--- src/rtl/discrete_value_sampler.sv ---
// discrete_value_sampler: draws a uniform signed integer in [start, end] for one
// variable at a time, using a 32-bit Galois LFSR with bounded rejection sampling.
// The result is tagged with the requesting variable's index.
module discrete_value_sampler #(
    parameter int unsigned MAX_BIT_WIDTH_OF_INTEGER_VARIABLE = 8,
    parameter int unsigned MAX_BIT_WIDTH_OF_VARIABLES_INDEX  = 4,
    parameter int unsigned MAX_TRIES                         = 4
) (
    input  logic                                        in_clock,
    input  logic                                        in_reset,
    input  logic                                        in_enable,
    input  logic [31:0]                                 in_seed,
    input  logic                                        in_valid,
    input  logic [MAX_BIT_WIDTH_OF_VARIABLES_INDEX-1:0] in_variable_index,
    input  logic [MAX_BIT_WIDTH_OF_INTEGER_VARIABLE-1:0] in_start,
    input  logic [MAX_BIT_WIDTH_OF_INTEGER_VARIABLE-1:0] in_end,
    input  logic                                        in_equal,
    output logic                                        out_ready,
    output logic                                        out_valid,
    output logic [MAX_BIT_WIDTH_OF_INTEGER_VARIABLE-1:0] out_value,
    output logic [MAX_BIT_WIDTH_OF_VARIABLES_INDEX-1:0] out_variable_index,
    output logic                                        out_error
);

    localparam int unsigned W  = MAX_BIT_WIDTH_OF_INTEGER_VARIABLE;
    localparam int unsigned IW = MAX_BIT_WIDTH_OF_VARIABLES_INDEX;
    localparam int unsigned SW = W + 1;
    localparam int unsigned TW = 4;
    localparam logic [31:0]   POLY     = 32'h8020_0003;
    localparam logic [TW-1:0] LAST_TRY = TW'(MAX_TRIES - 1);

    typedef enum logic [1:0] {
        IDLE   = 2'd0,
        SAMPLE = 2'd1,
        DONE   = 2'd2
    } state_t;

    state_t          state_q, state_d;
    logic [TW-1:0]   tries_q, tries_d;
    logic [31:0]     lfsr;
    logic [W-1:0]    start_q;
    logic [SW-1:0]   span_q;
    logic [SW-1:0]   mask_q;
    logic [IW-1:0]   index_q;
    logic            err_q, err_d;
    logic [W-1:0]    value_d;
    logic [IW-1:0]   out_index_d;
    logic            load_req;

    logic [SW-1:0]   span_c;
    logic [SW-1:0]   mask_c;
    logic            start_gt_end_c;
    logic [SW-1:0]   candidate_c;
    logic [SW-1:0]   hit_sum_c;
    logic [SW-1:0]   fallback_sum_c;

    // Smallest all-ones value covering v, built by OR-smearing every lower bit.
    function automatic logic [SW-1:0] smear(input logic [SW-1:0] v);
        logic [SW-1:0] m;
        m = v;
        for (int i = 1; i < int'(SW); i++) begin
            m = m | (v >> i);
        end
        return m;
    endfunction

    // Range arithmetic on the incoming request and on the latched candidate.
    always_comb begin
        span_c         = {in_end[W-1], in_end} - {in_start[W-1], in_start};
        mask_c         = smear(span_c);
        start_gt_end_c = $signed(in_start) > $signed(in_end);
        candidate_c    = lfsr[SW-1:0] & mask_q;
        hit_sum_c      = {start_q[W-1], start_q} + candidate_c;
        fallback_sum_c = {start_q[W-1], start_q} + (candidate_c >> 1);
    end

    assign out_ready = (state_q == IDLE) && in_enable;
    assign out_valid = (state_q == DONE);
    assign out_error = (state_q == DONE) && err_q;

    // Next-state, retry counter and result selection.
    always_comb begin
        state_d     = state_q;
        tries_d     = tries_q;
        err_d       = err_q;
        value_d     = out_value;
        out_index_d = out_variable_index;
        load_req    = 1'b0;
        case (state_q)
            IDLE: begin
                if (in_valid && out_ready) begin
                    load_req = 1'b1;
                    if (start_gt_end_c) begin
                        value_d     = in_start;
                        out_index_d = in_variable_index;
                        err_d       = 1'b1;
                        state_d     = DONE;
                    end else if (in_equal || (span_c == '0)) begin
                        value_d     = in_start;
                        out_index_d = in_variable_index;
                        err_d       = 1'b0;
                        state_d     = DONE;
                    end else begin
                        tries_d = '0;
                        err_d   = 1'b0;
                        state_d = SAMPLE;
                    end
                end
            end
            SAMPLE: begin
                if (in_enable) begin
                    if (candidate_c <= span_q) begin
                        value_d     = hit_sum_c[W-1:0];
                        out_index_d = index_q;
                        state_d     = DONE;
                    end else if (tries_q == LAST_TRY) begin
                        // Halving a rejected candidate always lands inside the span.
                        value_d     = fallback_sum_c[W-1:0];
                        out_index_d = index_q;
                        state_d     = DONE;
                    end else begin
                        tries_d = tries_q + TW'(1);
                    end
                end
            end
            DONE: begin
                if (in_enable) begin
                    state_d = IDLE;
                end
            end
            default: begin
                state_d = IDLE;
            end
        endcase
    end

    // State, request latches, result registers and LFSR.
    always_ff @(posedge in_clock) begin
        if (in_reset) begin
            state_q            <= IDLE;
            tries_q            <= '0;
            err_q              <= 1'b0;
            out_value          <= '0;
            out_variable_index <= '0;
            start_q            <= '0;
            span_q             <= '0;
            mask_q             <= '0;
            index_q            <= '0;
            lfsr               <= (in_seed == 32'h0) ? 32'h1 : in_seed;
        end else begin
            state_q            <= state_d;
            tries_q            <= tries_d;
            err_q              <= err_d;
            out_value          <= value_d;
            out_variable_index <= out_index_d;
            if (load_req) begin
                start_q <= in_start;
                span_q  <= span_c;
                mask_q  <= mask_c;
                index_q <= in_variable_index;
            end
            if ((state_q == SAMPLE) && in_enable) begin
                lfsr <= {1'b0, lfsr[31:1]} ^ ({32{lfsr[0]}} & POLY);
            end
        end
    end

endmodule
--- config.mk ---
export PLATFORM = sky130hd
export DESIGN_NAME = discrete_value_sampler
export DESIGN_NICKNAME = d
export VERILOG_FILES = /design/src/rtl/discrete_value_sampler.sv
export SDC_FILE = /design/constraint.sdc
export NUM_CORES = 1
export LEC_CHECK = 0
export CORE_MARGIN = 2
export CORE_UTILIZATION = 49
export CTS_CLUSTER_SIZE = 14
export DETAILED_ROUTE_END_ITERATION = 10
export PLACE_DENSITY = 0.8
export SETUP_SLACK_MARGIN = 0.4
export SYNTH_ARGS = -nofsm -noshare
export SYNTH_HDL_FRONTEND = slang
export SYNTH_SLANG_ARGS = --single-unit
--- constraint.sdc ---
create_clock -name in_clock -period 3.6 [get_ports in_clock]
set_input_delay 0.9 -clock in_clock [delete_from_list [all_inputs] [get_ports in_clock]]
set_output_delay 0.9 -clock in_clock [all_outputs]
set_load 0.02 [all_outputs]
==> impl_results.md, run 1 <==
* Antenna Nets Post-Route at 0
* Antenna diodes at 0
* Mean Syn Cell Area at 9.335 um^2
* Simple-gate area share of the yosys netlist at 16.15%
* Layout cells sized above 1 at 31.36%
* Sequential cell area fraction in the yosys report at about two fifths
* Number of CTS-inserted buffers at 9
* Post-route DRC at 0
* Top FF cell, synth: dfxtp_1
* Setup-failing EPs final at 1
* Die height at approximately 100 um
* M1 GR Usage at 29.93%
* First drt pass iteration count at 5
* Dpl ws at -0.2888 ns
* Initial antenna violation count at 0
* Post-synth ARST share at 0%
* Cell leakage power at 2.623 nW
* Area contributors post-synth: dfxtp_1, edfxtp_1, ha_1
* RSZ-0062 raised after global routing: yes
* Wire per inst at 18.86 um
* Commonest non-fill, non-tap cell in the layout: buf_4
* Core Util, Final at 71.50%
* Total negative slack at -0.01255 ns
* CTS H-tree depth at 3
* CTS Root Cell: clkbuf_8
* GRT met3 Usage at 6.487%
* Vias in the first global route at approximately 4400
* Distinct cells, synth at 58
* FP Rows at 35
* Global-route wire length before repair at 20910 um
* Clock sink count at 80
* Clk_lat worst skew at 0.36 ns
* Via density at 5.935
* Crit path time final at 3.613 ns
* Worst-path clk slew at 0.09 ns
* Biggest area consumer among synthesized cells: dfxtp_1
* Worst hold path class: reg2reg
* Clock skew at 0.005935 ns
* GRT met2 Usage at 46.10%
* Die X at 101.3 um
* WL final at 14190 um
* Post-synthesis adder-cell area fraction at 8.145%
* Final Hold Viols at 0
* Power density of the placed cells at 402.1 mW/mm^2
* Yosys warns at 0
* Synth Cell Area at 0.004639 mm^2
* Total grt overflow at 0
* CTS Buffer Depth at 2
* Critical path class: reg2reg
* Peak supply drop at ~0.24 mV
* Die outline area at between 0.01 and 0.015 mm^2
* Syn_nets at 583
* Slew @ Worst Pin at 0.7048 ns
* Post-synthesis cell count at 497
* Final hold slack at roughly 0.47 ns
* DP Cell Count at about 700
* CP Capture Type: flop
* Synthesis-to-finish area growth at 41.72%
* Port buffer count at 71
* Cell Area, Placed at 0.005744 mm^2
* Final GP Congestion at 0.8896
* Normalized max-slew margin at 53.01%
* Failing checks: negative setup slack
* Vias at 4463
* Yosys top cell area share at between 20% and 30%
* CTS tree: built
* Status: complete, but fails checks
* Commonest non-fill, non-tap cells in the layout: buf_4, nand2_1, clkdlybuf4s50_1, dfxtp_1, inv_1
* Total global-route track usage at 26.29%
* Busiest layer in global routing: met2
* Yosys reg bits at 80
* Core Box Area at 0.009196 mm^2
* IO Pins at 72
* Worst-path fanout max at 8
* Critical path launch point type: flop
* Part of the cycle the worst path needs at 100.3%
* Non-filler instance count after layout at approximately 750
* CP Data Required Time at around 3.8 ns
* Mux cell area share after synthesis at 8.118%
* Main combinational cell family by area after synthesis: compound AO/OA/AOI/OAI gates
* Slew Limit Fails at 0
* Finished Cell Area at about 0.0066 mm^2
* Compound-cell area share of the yosys netlist at about 18%
* Final net count at 722
* 1st-iter DRT viols at 231
* Hpwl dp at 8865 um
* Final WS setup at -0.01255 ns
* Xor-xnor portion of the synthesized cell area at around 2.5%
* F_max at between 200 and 300 MHz
* Critical Path AT at between 3 and 4 ns
* Starting density of the core at 50.45%
* Largest net degree at the start of global routing at between 40 and 50
* Number of synthesized flops with an enable pin at 32
* Power Total at 2.644 mW
* Max-cap violation count at 0
## synthesized netlist by cell type, types with 10 or more instances
library cell	number
inv_1	44
nand2_1	67
clkbuf_1	19
a21oi_1	33
ha_1	27
edfxtp_1	32
mux2_2	29
nor2_1	34
nor4_1	10
dfxtp_1	48
a211oi_1	16
o21ai_0	18
## flip-flops by register name (all words and copies together), names as in the netlist, 4 cells and up
register,cells
lfsr,32
span_q,9
mask_q,8
out_value,8
start_q,8
index_q,4
out_variable_index,4
tries_q,4
## cells by family (layout without fill, tap and decap cells)
group                      Yosys count  after routing
xor gates and xnor gates            11             11
AOI/OAI and AO/OA                  114            114
muxes                               34             34
DFF                                 80             80
buffers and inverters               68            212
adders and majority gates           29             29
and+or+nand+nor                    161            161
## path summary, 6_finish.rpt
kind              startpoint           end  slack [ns]  cells after the start
hold / removal    index_q[3]    index_q[3]        0.47                      2
setup reg to reg     lfsr[6]  out_value[7]       -0.01                     18
hold reg to reg   index_q[3]    index_q[3]        0.47                      2
setup / recovery     lfsr[6]  out_value[7]       -0.01                     18
## worst max-delay path, cell delays in order (launching register included)
cell and delay, ns:
edfxtp_1 0.42, nand2_2 0.11, inv_2 0.05, ha_4 0.26, a211o_1 0.13, o211ai_1 0.14
buf_4 0.18, mux2i_4 0.17, nand2_4 0.11, buf_4 0.15, buf_4 0.17, o21ai_0 0.27
ha_1 0.33, nor3_1 0.11, nor2_1 0.21, o41ai_4 0.14, a21o_1 0.18, a311oi_1 0.26
a211oi_1 0.10
## area by class of cell
cell class	instances	area, um^2
clock buffers	9	123.9
clock inverters	7	78.83
fillers	631	2621
inverters	44	165.2
multi-input cells	349	2803
flip-flops and latches	80	1922
well taps	111	138.9
repair buffers	152	1344
## power by group
group / internal [mW] / switching (mW)
clock: 0.329 / 0.368
combinational: 0.456 / 0.431
sequential: 1.02 / 0.0404
total: 1.80 / 0.839
## routing by layer
metal	wire length, um	part of all wire [%]
met1	5427	38
met2	7239	51
met3	895	6.3
met4	622	4.4
met5	0	0
## timing repair
item	4_1_cts	5_1_grt
gates cloned	0	0
setup endpoints to repair	16	18
hold buffers	0	0
pin swaps	38	38
gates resized for setup	55	37
buffers inserted	27	14
No activity file was read; power rests on OpenSTA's default activity.
==> run 2: changes to the inputs <==
--- a/config.mk
+++ b/config.mk
@@ -7,6 +7,7 @@
 export LEC_CHECK = 0
 export CORE_MARGIN = 2
 export CORE_UTILIZATION = 49
+export CTS_CLUSTER_DIAMETER = 100
 export CTS_CLUSTER_SIZE = 14
 export DETAILED_ROUTE_END_ITERATION = 10
 export PLACE_DENSITY = 0.8
==> results of run 2 <==
The final DEF is identical to that of run 1; final timing and power are the same.
==> run 3: changes to the inputs <==
--- a/config.mk
+++ b/config.mk
@@ -5,7 +5,7 @@
 export SDC_FILE = /design/constraint.sdc
 export NUM_CORES = 1
 export LEC_CHECK = 0
-export CORE_MARGIN = 2
+export CORE_MARGIN = 8
 export CORE_UTILIZATION = 49
 export CTS_CLUSTER_DIAMETER = 100
 export CTS_CLUSTER_SIZE = 14
==> run 3 against run 2 <==
Net effect: the flow now finishes without violations; design area rose by 0.93%; global-route usage fell by 5.8 points; routed wire length rose by 3.3%; critical endpoint is now out_value[6]; largest cell class unchanged.
==> impl_results.md, run 3 (synthesis gave the netlist of run 1 again) <==
* Post-CTS Hold Buffers at 0 (unchanged)
* Core Box Area at 0.009196 mm^2 (unchanged)
* Die outline area at 0.01284 mm^2 (+25%)
* Antenna diodes at 0 (unchanged)
* Busiest layer in global routing: met2
* Commonest non-fill, non-tap cells in the layout: buf_4, nand2_1, clkdlybuf4s50_1, dfxtp_1
* Crit path time final at 3.565 ns (-0.04794 ns)
* Max incr delay on CP at 0.41 ns (about the same)
* Final hold slack at 0.4699 ns (+0.004580 ns)
* Global-route wire length before repair at 21170 um (+1.2%)
* GRT met2 Usage at 36.23% (-9.9 points)
* Total net switching power at 0.8279 mW (-1.4%)
* Clock network power share at 27.1% (+0.7 points)
* Largest registers: lfsr x32, span_q x9
* Number of CTS-inserted buffers at 9 (unchanged)
* Reg power frac at 39.6% (-0.5 points)
* CTS Buffer Depth at 2 (unchanged)
* Commonest non-fill, non-tap cell in the layout: buf_4
* Die X at 113.3 um (+12%)
* CTS tree: built
* Crit-path cells: nand2_2 -> inv_1 -> ha_1 -> and3_4 -> and3_4 -> mux2i_4 -> nand2_4 -> nand3_2 -> o21ai_2 -> ha_2 -> fa_2 -> a21o_1 -> a21oi_2 -> o21bai_1 -> a21oi_2 -> xnor2_1 -> a211oi_1 -> a221oi_1
* Post-route DRC at 0 (unchanged)
* Core Util, Final at 72.16% (+0.67 points)
* Crit path max-delay family: compound AO/OA/AOI/OAI gates
* Crit path buf inv count at 1 (-3)
* Finished Cell Area at 0.006636 mm^2 (+0.93%)
* CTS H-tree depth at 3 (unchanged)
* Clock sink count at 80 (unchanged)
* Max-cap violation count at 0 (unchanged)
* WL final at 14660 um (+3.3%)
* Int Power at 1.849 mW (+2.5%)
* RSZ-0062 raised after global routing: yes
* Sw Ratio at 30.93% (-0.82 points)
* Cell Area, Placed at 0.005742 mm^2 (about the same)
* Setup-failing EPs final at 0 (-1)
* Power density of the placed cells at 403.3 mW/mm^2 (+0.30%)
* Total global-route track usage at 20.44% (-5.8 points)
* Largest net degree at the start of global routing at 40 (-15%)
* Initial antenna violation count at 0 (unchanged)
* Synthesis-to-finish area growth at 43.04%
* GRT met3 Usage at 5.112% (-1.4 points)
* M1 GR Usage at 23.30% (-6.6 points)
* Stages on the worst setup path at 18 (unchanged)
* CP Capture Type: flop
* Worst hold path class: reg2reg
* Via density at 5.954 (+0.32%)
* Part of the cycle the worst path needs at 99.02% (-1.3 points)
* Total grt overflow at 0 (unchanged)
* Peak supply drop at 0.2091 mV (-13%)
* Critical path class: reg2reg
* Most flops, register: lfsr
* Cell leakage power at 2.648 nW (+0.94%)
* Die height at 113.3 um (+12%)
* Final GP Congestion at 0.8893 (about the same)
* F_max at 280.5 MHz (+1.3%)
* First drt pass iteration count at 5 (unchanged)
* Normalized max-slew margin at 57.10% (+4.1 points)
* Port buffer count at 71 (unchanged)
* Vias at 4489 (+0.58%)
* Critical path launch point type: flop
* 1st-iter DRT viols at 345 (+49%)
* Clock skew at 0.006490 ns (+0.0005550 ns)
* Final Hold Viols at 0 (unchanged)
* Worst path slowest cell: edfxtp_1
* Max FFs per register at 32 (unchanged)
* Worst-path fanout max at 5 (-3)
* Layout cells sized above 1 at 31.73% (+0.37 points)
* Worst Hold Depth at 2 (unchanged)
* IO Pins at 72 (unchanged)
* Hpwl dp at 9083 um (+2.5%)
* Status: completed
* Wire per inst at 19.44 um (+3.0%)
* Final net count at 724 (+0.28%)
* FF/Latch Area at 0.001922 mm^2 (unchanged)
* Starting density of the core at 50.45% (unchanged)
* CTS Root Cell: clkbuf_8
* FILL cells at 594 (-5.9%)
* Vias in the first global route at 4477 (+1.3%)
* Worst-path clk slew at 0.09 ns (about the same)
* Slew @ Worst Pin at 0.6421 ns (-0.06266 ns)
* Comb power frac at 33.3% (-0.3 points)
* Critical Path AT at 3.82 ns (about the same)
* Slew Limit Fails at 0 (unchanged)
* Antenna Nets Post-Route at 0 (unchanged)
* R2r worst-path depth at 18 (unchanged)
* FP Rows at 35 (unchanged)
* Multi-input gate area at 0.002833 mm^2 (+1.1%)
* Clk_lat worst skew at 0.36 ns (about the same)
* CP Data Required Time at 3.86 ns (+0.04 ns)
[run 3: cell count changes in the layout (fill, tap and decap cells not counted), moves of 3 or more]
| cell | change |
|---|---|
| buf_6 | +6 |
| dlygate4sd2_1 | -4 |
| ha_1 | -4 |
| clkbuf_16 | +3 |
| clkdlybuf4s50_1 | +3 |
| nor2_1 | +3 |
[run 3: cell type report]
cell class,count,share of cell area [%]
clock buffers,13,3.054
clock inverters,3,0.2828
inverters,44,2.489
multi-input cells,350,42.68
flip-flops and latches,80,28.96
well taps,111,2.093
repair buffers,153,20.44
[run 3: what timing repair did]
item,4_1_cts,5_1_grt
endpoints found under the setup margin,23,20
setup buffers,25,14
resized for setup,43,51
cloned,1,0
pin swaps,41,32
[run 3: per-stage QoR]
stage | setup slack [ns] | setup TNS, ns | instances | total power, mW
after floorplan | 0.2974 | 0 | 497 | 1.447
after global placement | -0.1726 | -1.806 | 698 | 1.696
after detailed placement | -0.3863 | -4.454 | 698 | 1.713
after CTS | 0.1598 | 0 | 740 | 2.554
after global routing | -0.09861 | -0.09861 | 754 | 2.777
final | 0.03540 | 0 | 754 | 2.677
[run 3: layer usage]
layer / vias up / routed length (um)
met5: - / 0
met4: 0 / 421
met3: 44 / 910
met2: 182 / 7502
met1: 2195 / 5820
li1: 2068 / -
[run 3: path summary, 6_finish.rpt]
path / slack (ns) / start / endpoint
worst max-delay path: 0.04 / lfsr[2] / out_value[6]
worst min-delay path: 0.47 / index_q[3] / index_q[3]
worst max register to register: 0.04 / lfsr[2] / out_value[6]
worst min register to register: 0.47 / index_q[3] / index_q[3]
[run 3: power by group through the flow]
stage | Sequential [mW] | Clock, mW | Combinational (mW)
after floorplan | 1.08 | 0 | 0.370
after global placement | 1.07 | 0 | 0.622
after detailed placement | 1.08 | 0 | 0.636
after CTS | 1.06 | 0.722 | 0.774
after global routing | 1.07 | 0.768 | 0.942
final | 1.06 | 0.726 | 0.890
[run 3: worst reg2reg max path: cells and delay by family (launching register included)]
kind	cells	cell delay, ns
AOI/OAI and AO/OA	7	1.06
adders and majority gates	3	0.82
and+or+nand+nor	5	0.66
DFF	1	0.41
muxes	1	0.26
xor gates and xnor gates	1	0.17
buffers and inverters	1	0.07
